## config.mk

```make
export PLATFORM = sky130hd
export DESIGN_NAME = phasecalc_sched
export DESIGN_NICKNAME = d
export VERILOG_FILES = /design/src/rtl/phasecalc_sched.sv
export SDC_FILE = /design/constraint.sdc
export NUM_CORES = 1
export LEC_CHECK = 0
export CAP_MARGIN = 20
export CORE_ASPECT_RATIO = 2
export CORE_MARGIN = 1
export CORE_UTILIZATION = 41
export CTS_CLUSTER_SIZE = 40
export DETAILED_ROUTE_END_ITERATION = 12
export GPL_TIMING_DRIVEN = 0
export PLACE_DENSITY = 0.84
export SYNTH_ARGS = -nofsm -noshare
export SYNTH_HDL_FRONTEND = slang
export SYNTH_SLANG_ARGS = --single-unit
export TNS_END_PERCENT = 100
```

## constraint.sdc

```tcl
create_clock -name clock -period 3 [get_ports clock]
set_clock_uncertainty 0.05 [all_clocks]
set_input_delay 0.45 -clock clock [delete_from_list [all_inputs] [get_ports clock]]
set_output_delay 0.45 -clock clock [all_outputs]
set_load 0.05 [all_outputs]
```

## src/rtl/phasecalc_sched.sv

```systemverilog
// phasecalc_sched: round-robin scheduler sharing one phasecalc (CORDIC rec2pol)
// engine between N_CH channels. Grants one requester at a time, presents its
// X/Y sample to the engine, sequences the endata strobes (kick, hold, capture)
// and returns the resulting angle tagged with the channel index.
module phasecalc_sched #(
   parameter int unsigned N_CH        = 4,
   parameter int unsigned CH_W        = 2,
   parameter int unsigned CALC_CYCLES = 16
) (
   input  logic                  clock,
   input  logic                  reset,
   input  logic                  en,
   input  logic [N_CH-1:0]       req,
   input  logic [13*N_CH-1:0]    x_in,
   input  logic [13*N_CH-1:0]    y_in,
   output logic [N_CH-1:0]       ack,
   output logic [12:0]           pc_x,
   output logic [12:0]           pc_y,
   output logic                  pc_endata,
   input  logic [18:0]           pc_angle,
   output logic                  res_valid,
   output logic [CH_W-1:0]       res_chan,
   output logic [18:0]           res_angle,
   output logic                  busy
);

   localparam int unsigned SW    = 13;
   localparam int unsigned AW    = 19;
   localparam int unsigned CNT_W = 8;

   // Most negative X; its magnitude is not representable in the engine's abs().
   localparam logic [SW-1:0] X_MIN     = 13'h1000;
   localparam logic [SW-1:0] X_MIN_SAT = 13'h1001;

   typedef enum logic [2:0] {
      S_IDLE,
      S_LOAD,
      S_KICK,
      S_WAIT,
      S_CAPT,
      S_READ,
      S_DONE
   } state_e;

   state_e              state_q;
   logic [CH_W-1:0]     last_q;
   logic [CH_W-1:0]     grant_q;
   logic [CNT_W-1:0]    cnt_q;
   logic [SW-1:0]       pc_x_q;
   logic [SW-1:0]       pc_y_q;
   logic [N_CH-1:0]     ack_q;
   logic                endata_q;
   logic                res_valid_q;
   logic [CH_W-1:0]     res_chan_q;
   logic [AW-1:0]       res_angle_q;
   logic                busy_q;

   logic                pick_vld_d;
   logic [CH_W-1:0]     pick_idx_d;
   logic [SW-1:0]       pick_x_d;
   logic [SW-1:0]       pick_y_d;

   // Round-robin pick: first set request scanning last+1, last+2, ... mod N_CH.
   always_comb begin
      int unsigned cand;
      pick_vld_d = 1'b0;
      pick_idx_d = '0;
      cand       = 0;
      for (int unsigned k = 1; k <= N_CH; k++) begin
         cand = 32'(last_q) + k;
         if (cand >= N_CH) begin
            cand = cand - N_CH;
         end
         if (!pick_vld_d && req[CH_W'(cand)]) begin
            pick_vld_d = 1'b1;
            pick_idx_d = CH_W'(cand);
         end
      end
   end

   // Select the picked channel's sample and clamp X away from the abs() overflow.
   always_comb begin
      logic [SW-1:0] x_sel;
      x_sel    = '0;
      pick_y_d = '0;
      for (int unsigned i = 0; i < N_CH; i++) begin
         if (pick_idx_d == CH_W'(i)) begin
            x_sel    = x_in[i*SW +: SW];
            pick_y_d = y_in[i*SW +: SW];
         end
      end
      pick_x_d = (x_sel == X_MIN) ? X_MIN_SAT : x_sel;
   end

   // Job sequencer; every output is a register updated on the state transition.
   always_ff @(posedge clock or negedge reset) begin
      if (!reset) begin
         state_q     <= S_IDLE;
         last_q      <= CH_W'(N_CH - 1);
         grant_q     <= '0;
         cnt_q       <= '0;
         pc_x_q      <= '0;
         pc_y_q      <= '0;
         ack_q       <= '0;
         endata_q    <= 1'b0;
         res_valid_q <= 1'b0;
         res_chan_q  <= '0;
         res_angle_q <= '0;
         busy_q      <= 1'b0;
      end else begin
         ack_q       <= '0;
         endata_q    <= 1'b0;
         res_valid_q <= 1'b0;
         case (state_q)
            S_IDLE: begin
               if (en && pick_vld_d) begin
                  pc_x_q            <= pick_x_d;
                  pc_y_q            <= pick_y_d;
                  grant_q           <= pick_idx_d;
                  last_q            <= pick_idx_d;
                  ack_q[pick_idx_d] <= 1'b1;
                  busy_q            <= 1'b1;
                  state_q           <= S_LOAD;
               end
            end
            S_LOAD: begin
               endata_q <= 1'b1;
               state_q  <= S_KICK;
            end
            S_KICK: begin
               cnt_q   <= CNT_W'(CALC_CYCLES - 1);
               state_q <= S_WAIT;
            end
            S_WAIT: begin
               if (cnt_q == '0) begin
                  endata_q <= 1'b1;
                  state_q  <= S_CAPT;
               end else begin
                  cnt_q <= cnt_q - CNT_W'(1);
               end
            end
            S_CAPT: begin
               state_q <= S_READ;
            end
            S_READ: begin
               res_angle_q <= pc_angle;
               res_chan_q  <= grant_q;
               res_valid_q <= 1'b1;
               state_q     <= S_DONE;
            end
            S_DONE: begin
               busy_q  <= 1'b0;
               state_q <= S_IDLE;
            end
            default: begin
               busy_q  <= 1'b0;
               state_q <= S_IDLE;
            end
         endcase
      end
   end

   assign ack       = ack_q;
   assign pc_x      = pc_x_q;
   assign pc_y      = pc_y_q;
   assign pc_endata = endata_q;
   assign res_valid = res_valid_q;
   assign res_chan  = res_chan_q;
   assign res_angle = res_angle_q;
   assign busy      = busy_q;

endmodule
```

; After elaboration in Yosys (flattened, before gate mapping)
; Cells that the tools add are included.
[word_totals]
register_bits = 69
word_cells = 104
out_inout_bits = 54
input_bits = 130
[op_classes]
bitwise = 1
muxes = 43
eq_ne = 12
order_cmp = 10
n_reduce_logical = 17
n_addsub = 9
[op_table]
columns = op, n
row1 = two-way mux 13 bit, 9
row2 = case mux 3 bit (6 select lines), 1
row3 = two-way mux 2 bit, 8
row4 = case mux 8 bit (2 select lines), 1
row5 = "less-than comparator 2 x 3 -> 1 bit, second input constant", 5
row6 = "equality test 13 bit, second input constant", 1
row7 = two-way mux 1 bit, 12
row8 = "greater-or-equal comparator 3 bit, second input constant", 3
row9 = binary-select mux 1 bit (select 2 bit), 4
row10 = zero test 8 bit, 1
row11 = two-way mux 4 bit, 2
row12 = two-way mux 8 bit, 1
row13 = AND reduction 2 bit, 4
row14 = "subtractor 2 x 1 -> 2 bit, second input constant", 4
row15 = "subtractor 8 x 1 -> 8 bit, second input constant", 1
row16 = "adder 2 x 2 -> 3 bit, second input constant", 2
row17 = "equality test 3 x 2 -> 1 bit, second input constant", 2
row18 = "equality test 3 bit, second input constant", 2
row19 = two-way mux 3 bit, 2
row20 = "!= test 2 bit, second input constant", 3
row21 = logical AND 1 bit, 5
row22 = OR reduction 5 bit, 1
row23 = "adder 2 x 3 -> 4 bit, second input constant", 1
row24 = "equality test 2 bit, second input constant", 2
row25 = other kinds (12), 15

; Depth between registers and ports, before layout
[depth]
ltp_word = 22
ltp_mapped = 10
ltp_nobuf = 9

; Worst setup path after synthesis
; OpenSTA, ideal clock, no wires.
[synth_timing]
kind = register -> register
from = reg last_q[1]
to = reg pc_x_q[0] (netlist: pc_x[0])
setup_slack_ns = 0.780
t_required_ns = 2.858
path_buffers = 1
arrival_time_ns = 2.078
stages_incl_launch_ff = 9
cell_sequence = dfstp_2 buf_6 mux2i_1 a2bb2oi_2 nand2_1 mux4_2 nand2_1 a2111o_1 o31ai_2
[synth_between]
elab_chain_len = 22
[synth_lines]
columns = item, line
row1 = start: declaration, 46  ; logic [CH_W-1:0] last_q;
row2 = start signal: assignment, 99  ; last_q <= CH_W'(N_CH - 1);
row3 = start signal: assignment, 120  ; last_q <= pick_idx_d;
row4 = adder 2 x 1 -> 3 bit, 70  ; cand = 32'(last_q) + k;
row5 = greater-or-equal comparator 3 bit / subtractor 2 x 1 -> 2 bit (equally long branches), "71, 72"
row6 = two-way mux 2 bit, 71  ; if (cand >= N_CH) begin
row7 = binary-select mux 1 bit (select 2 bit), 74  ; if (!pick_vld_d && req[CH_W'(cand)]) begin
row8 = two-way mux 1 bit (implied by the code), 74
row9 = two-way mux 1 bit, 74
row10 = zero test 1 bit, 74
row11 = logical AND 1 bit, 74
row12 = [3 not listed], --
row13 = two-way mux 1 bit, 74
row14 = zero test 1 bit, 74
row15 = logical AND 1 bit, 74
row16 = two-way mux 2 bit, 74
row17 = zero test 2 bit, 87  ; if (pick_idx_d == CH_W'(i)) begin
row18 = two-way mux 13 bit (4 in a row), 87
row19 = equality test 13 bit, 92  ; pick_x_d = (x_sel == X_MIN) ? X_MIN_SAT : x_sel;
row20 = two-way mux 13 bit, 92
row21 = end signal: assignment, 117  ; pc_x_q <= pick_x_d;
row22 = end: declaration, 49  ; logic [SW-1:0] pc_x_q;
; Several ways; a longest one is shown, not always the timed one. The select of a mux whose other input is x is not followed.
; A chain may end at the register's enable or synchronous reset.

; Final worst setup path
[layout_timing]
from = in req[3]
to = reg pc_y_q[11] (netlist: pc_y[11])
[layout_between]
elab_chain_len = 17
[layout_lines]
columns = item, line
row1 = start: declaration, 13  ; input logic [N_CH-1:0] req,
row2 = binary-select mux 1 bit (select 2 bit), 74
row3 = two-way mux 1 bit (implied by the code), 74
row4 = two-way mux 1 bit, 74
row5 = zero test 1 bit, 74
row6 = logical AND 1 bit, 74
row7 = two-way mux 1 bit, 74
row8 = zero test 1 bit, 74
row9 = logical AND 1 bit, 74
row10 = two-way mux 1 bit, 74
row11 = zero test 1 bit, 74
row12 = logical AND 1 bit, 74
row13 = two-way mux 2 bit, 74
row14 = zero test 2 bit, 87
row15 = two-way mux 13 bit (4 in a row), 87
row16 = end signal: assignment, 118  ; pc_y_q <= pick_y_d;
row17 = end: declaration, 50  ; logic [SW-1:0] pc_y_q;
; Several ways; a longest one is shown, not always the timed one. The select of a mux whose other input is x is not followed.

==> flow_metrics.env <==
export IMPL_fin_setup_tns_ns=0
export IMPL_port_buffer_count=183
export IMPL_cts_resized=0
export IMPL_p_per_area_nw_per_um2=971
export IMPL_maxCapViolCount=0
export IMPL_vias=3971
export IMPL_core_sq_um=8650
export IMPL_slowest_delay_ns=0.88
export IMPL_synth_edf_count=0
export IMPL_antenna_found_initial=0
export IMPL_start_kind="input port"
export IMPL_clock_sinks=69
export IMPL_synth_seq_area_share_pct=47.1
export IMPL_ys_ff_latch=69
export IMPL_ff2ff_setup_slack_ns=0.42
export IMPL_rsz0062_at_grt="false"
export IMPL_first_iter_violations=173
export IMPL_fin_crit_sh_pct=95.9
export IMPL_crit_path_end_kind="register"
export IMPL_cts_hold_buf=0
export IMPL_cp_common_cell="clkbuf_1"
export IMPL_yosysTopAreaCell="dfrtp_1"
export IMPL_synth_area_leaders="dfrtp_1 46%, nand2_1 18%, a311oi_1 3.1%"
export IMPL_p_leak_nw=2.64
export IMPL_via_per_inst=5.40
export IMPL_syn_nets=568
export IMPL_crit_arrival_ns=3.10
export IMPL_slew_headroom_pct=37.6
export IMPL_start_util_pct=42.4
export IMPL_drive_above_1_share_pct=6.93
export IMPL_avgRoutedWirePerCell_um=16.4
export IMPL_insertedDiodeCount=0
export IMPL_layout_commonest_cell="clkdlybuf4s50_1"
export IMPL_cts_root_buf="clkbuf_16"
export IMPL_vdd_drop_max_mv=0.591
export IMPL_outcome="finished clean"
export IMPL_syn_area_sq_um=3670
export IMPL_fp_row_count=48
export IMPL_grt_overflow_total=0
export IMPL_netlist_instances=437
export IMPL_cts_buffer_depth=2
export IMPL_dp_hpwl_um=9440
export IMPL_wl_um=12000
export IMPL_grt_max_degree=70
export IMPL_ant_nets=0
export IMPL_die_area_sq_um=9350
export IMPL_clk_pin_slew_ns=0.05
export IMPL_postSynthAreaPerCell_sq_um=8.39
export IMPL_fin_nets=762
export IMPL_insertion_delay_ns=0.33
export IMPL_setup_viol=0
export IMPL_yosys_warnings=0
export IMPL_track_usage_pct=27.5
export IMPL_max_freq_mhz=348
export IMPL_async_flop_share_pct=100
export IMPL_hp_class="input port to asynchronous set/reset pin"
export IMPL_gp_congestion=0.816
export IMPL_r2r_start="last_q[1]"
export IMPL_synth_top_area_share_pct=45.7
export IMPL_ioPinCount=184
export IMPL_ys_types=52
export IMPL_grt_pass1_vias=4124
export IMPL_final_cell_mix="182 x clkdlybuf4s50_1, 173 x nand2_1, 67 x dfrtp_1"
export IMPL_critPathLaunch="req[3]"
export IMPL_max_slew_worst_pin_slew_ns=0.924
export IMPL_cts_htree_levels=3
export IMPL_crit_chain="clkdlybuf4s50_1, o41ai_1, nor3_1, nand2b_1, clkbuf_1, clkbuf_1, a21o_1"
export IMPL_die_y_um=136
export IMPL_cts_tree="built"
export IMPL_placed_area_sq_um=5620
export IMPL_grt_pass1_wl_um=19000
export IMPL_cts_buffers_inserted=9
export IMPL_design_area_sq_um=5940
export IMPL_area_delta_synth_final_pct=61.9
export IMPL_first_pass_iters=4
export IMPL_die_x_um=68.9
export IMPL_final_max_slew_viol_count=0
export IMPL_cpMaxStageDelayCell="o41ai_1"
export IMPL_crit_buf_inv=3
export IMPL_crit_path_max_fanout=10
export IMPL_drcViolationCount=0
export IMPL_worstPathRequired_ns=3.22
export IMPL_crit_family="buffers and inverters"
export IMPL_period_needed_ns=2.88
export IMPL_hold_viol_final=0
export IMPL_synth_main_ff_cell="dfrtp_1"
export IMPL_critPathKind="input port to register"
export IMPL_postCtsSetupBuffers=0
## final timing paths
kind                                endpoint  cells after the start
worst min-delay path                cnt_q[5]                      1
max in group asynchronous       res_angle[9]                      1
worst max register to register       pc_x[7]                     10
worst min register to register   res_chan[0]                      2
min in group clock               res_chan[0]                      2
worst max-delay path                pc_y[11]                      7
## power by group
part           leakage [nW]  total (W)  switching, W  internal [W]
sequential            0.791    0.00151      0.000217       0.00129
clock                 0.152    0.00112      0.000379      0.000744
combinational          1.70    0.00314       0.00200       0.00114
total                  2.64    0.00577       0.00259       0.00317
## flip-flops by register name, summed over array words and instances (netlist names)
name       count
pc_x          13
res_angle     19
state_q        3
pc_endata      1
res_chan       2
pc_y          13
cnt_q          8
last_q         2
grant_q        2
res_valid      1
ack            4
busy           1
## layer usage
| metal | wire, um | track usage [%] | part of all wire (%) |
|---|---|---|---|
| met1 | 4040 | 27.1 | 34 |
| met2 | 6750 | 49.5 | 56 |
| met3 | 699 | 6.57 | 5.8 |
| met4 | 528 | 15.6 | 4.4 |
| met5 | 0 | 0 | 0 |
## logic make-up (layout without fill, tap and decap cells)
group,Yosys count,in the layout,synth area share [%]
DFF,69,69,47.1
AOI/OAI and AO/OA,95,95,18.7
adders and majority gates,1,1,0.341
and+or+nand+nor,231,231,27.1
xor gates and xnor gates,3,3,0.716
muxes,6,6,2.05
buffers and inverters,32,230,4.02
## area by class of cell
class | instances | area, sq um
Sequential cell | 69 | 1730
Buffer | 26 | 125
Clock buffer | 11 | 243
Tap cell | 100 | 125
Inverter | 6 | 22.5
Clock inverter | 4 | 72.6
Fill cell | 708 | 2710
Multi-Input combinational cell | 336 | 1790
Timing Repair Buffer | 183 | 1830
## through the flow
| step | hold WS (ns) | total power (W) | setup slack, ns | std cells | util, % |
|---|---|---|---|---|---|
| floorplan | 0.104 | 0.00354 | 0.780 | 437 | - |
| global placement | 0.406 | 0.00458 | -0.828 | 720 | 65.0 |
| detailed placement | 0.403 | 0.00465 | -0.174 | 720 | 65.0 |
| CTS | 0.222 | 0.00580 | 0.190 | 735 | 68.7 |
| global route | 0.254 | 0.00609 | 0.0214 | 735 | 68.7 |
| finish | 0.180 | 0.00577 | 0.124 | 735 | 68.7 |
## Yosys cell counts (2+ instances only)
master	number
nand2_1	173
dfrtp_1	67
a21oi_1	18
o21ai_0	18
clkbuf_1	15
a21o_1	13
a311oi_1	13
and3_1	13
nor2_1	13
nand3_1	9
a32oi_1	7
buf_2	7
inv_1	6
a22oi_1	5
nor2b_1	5
nor3_1	5
a22o_1	3
mux2i_1	3
a211oi_1	2
buf_6	2
dfstp_2	2
mux2_2	2
nand2b_1	2
nor4_1	2
nor4_2	2
o21a_1	2
or3_1	2
xor2_1	2
No activity file was read; power rests on OpenSTA's default activity.
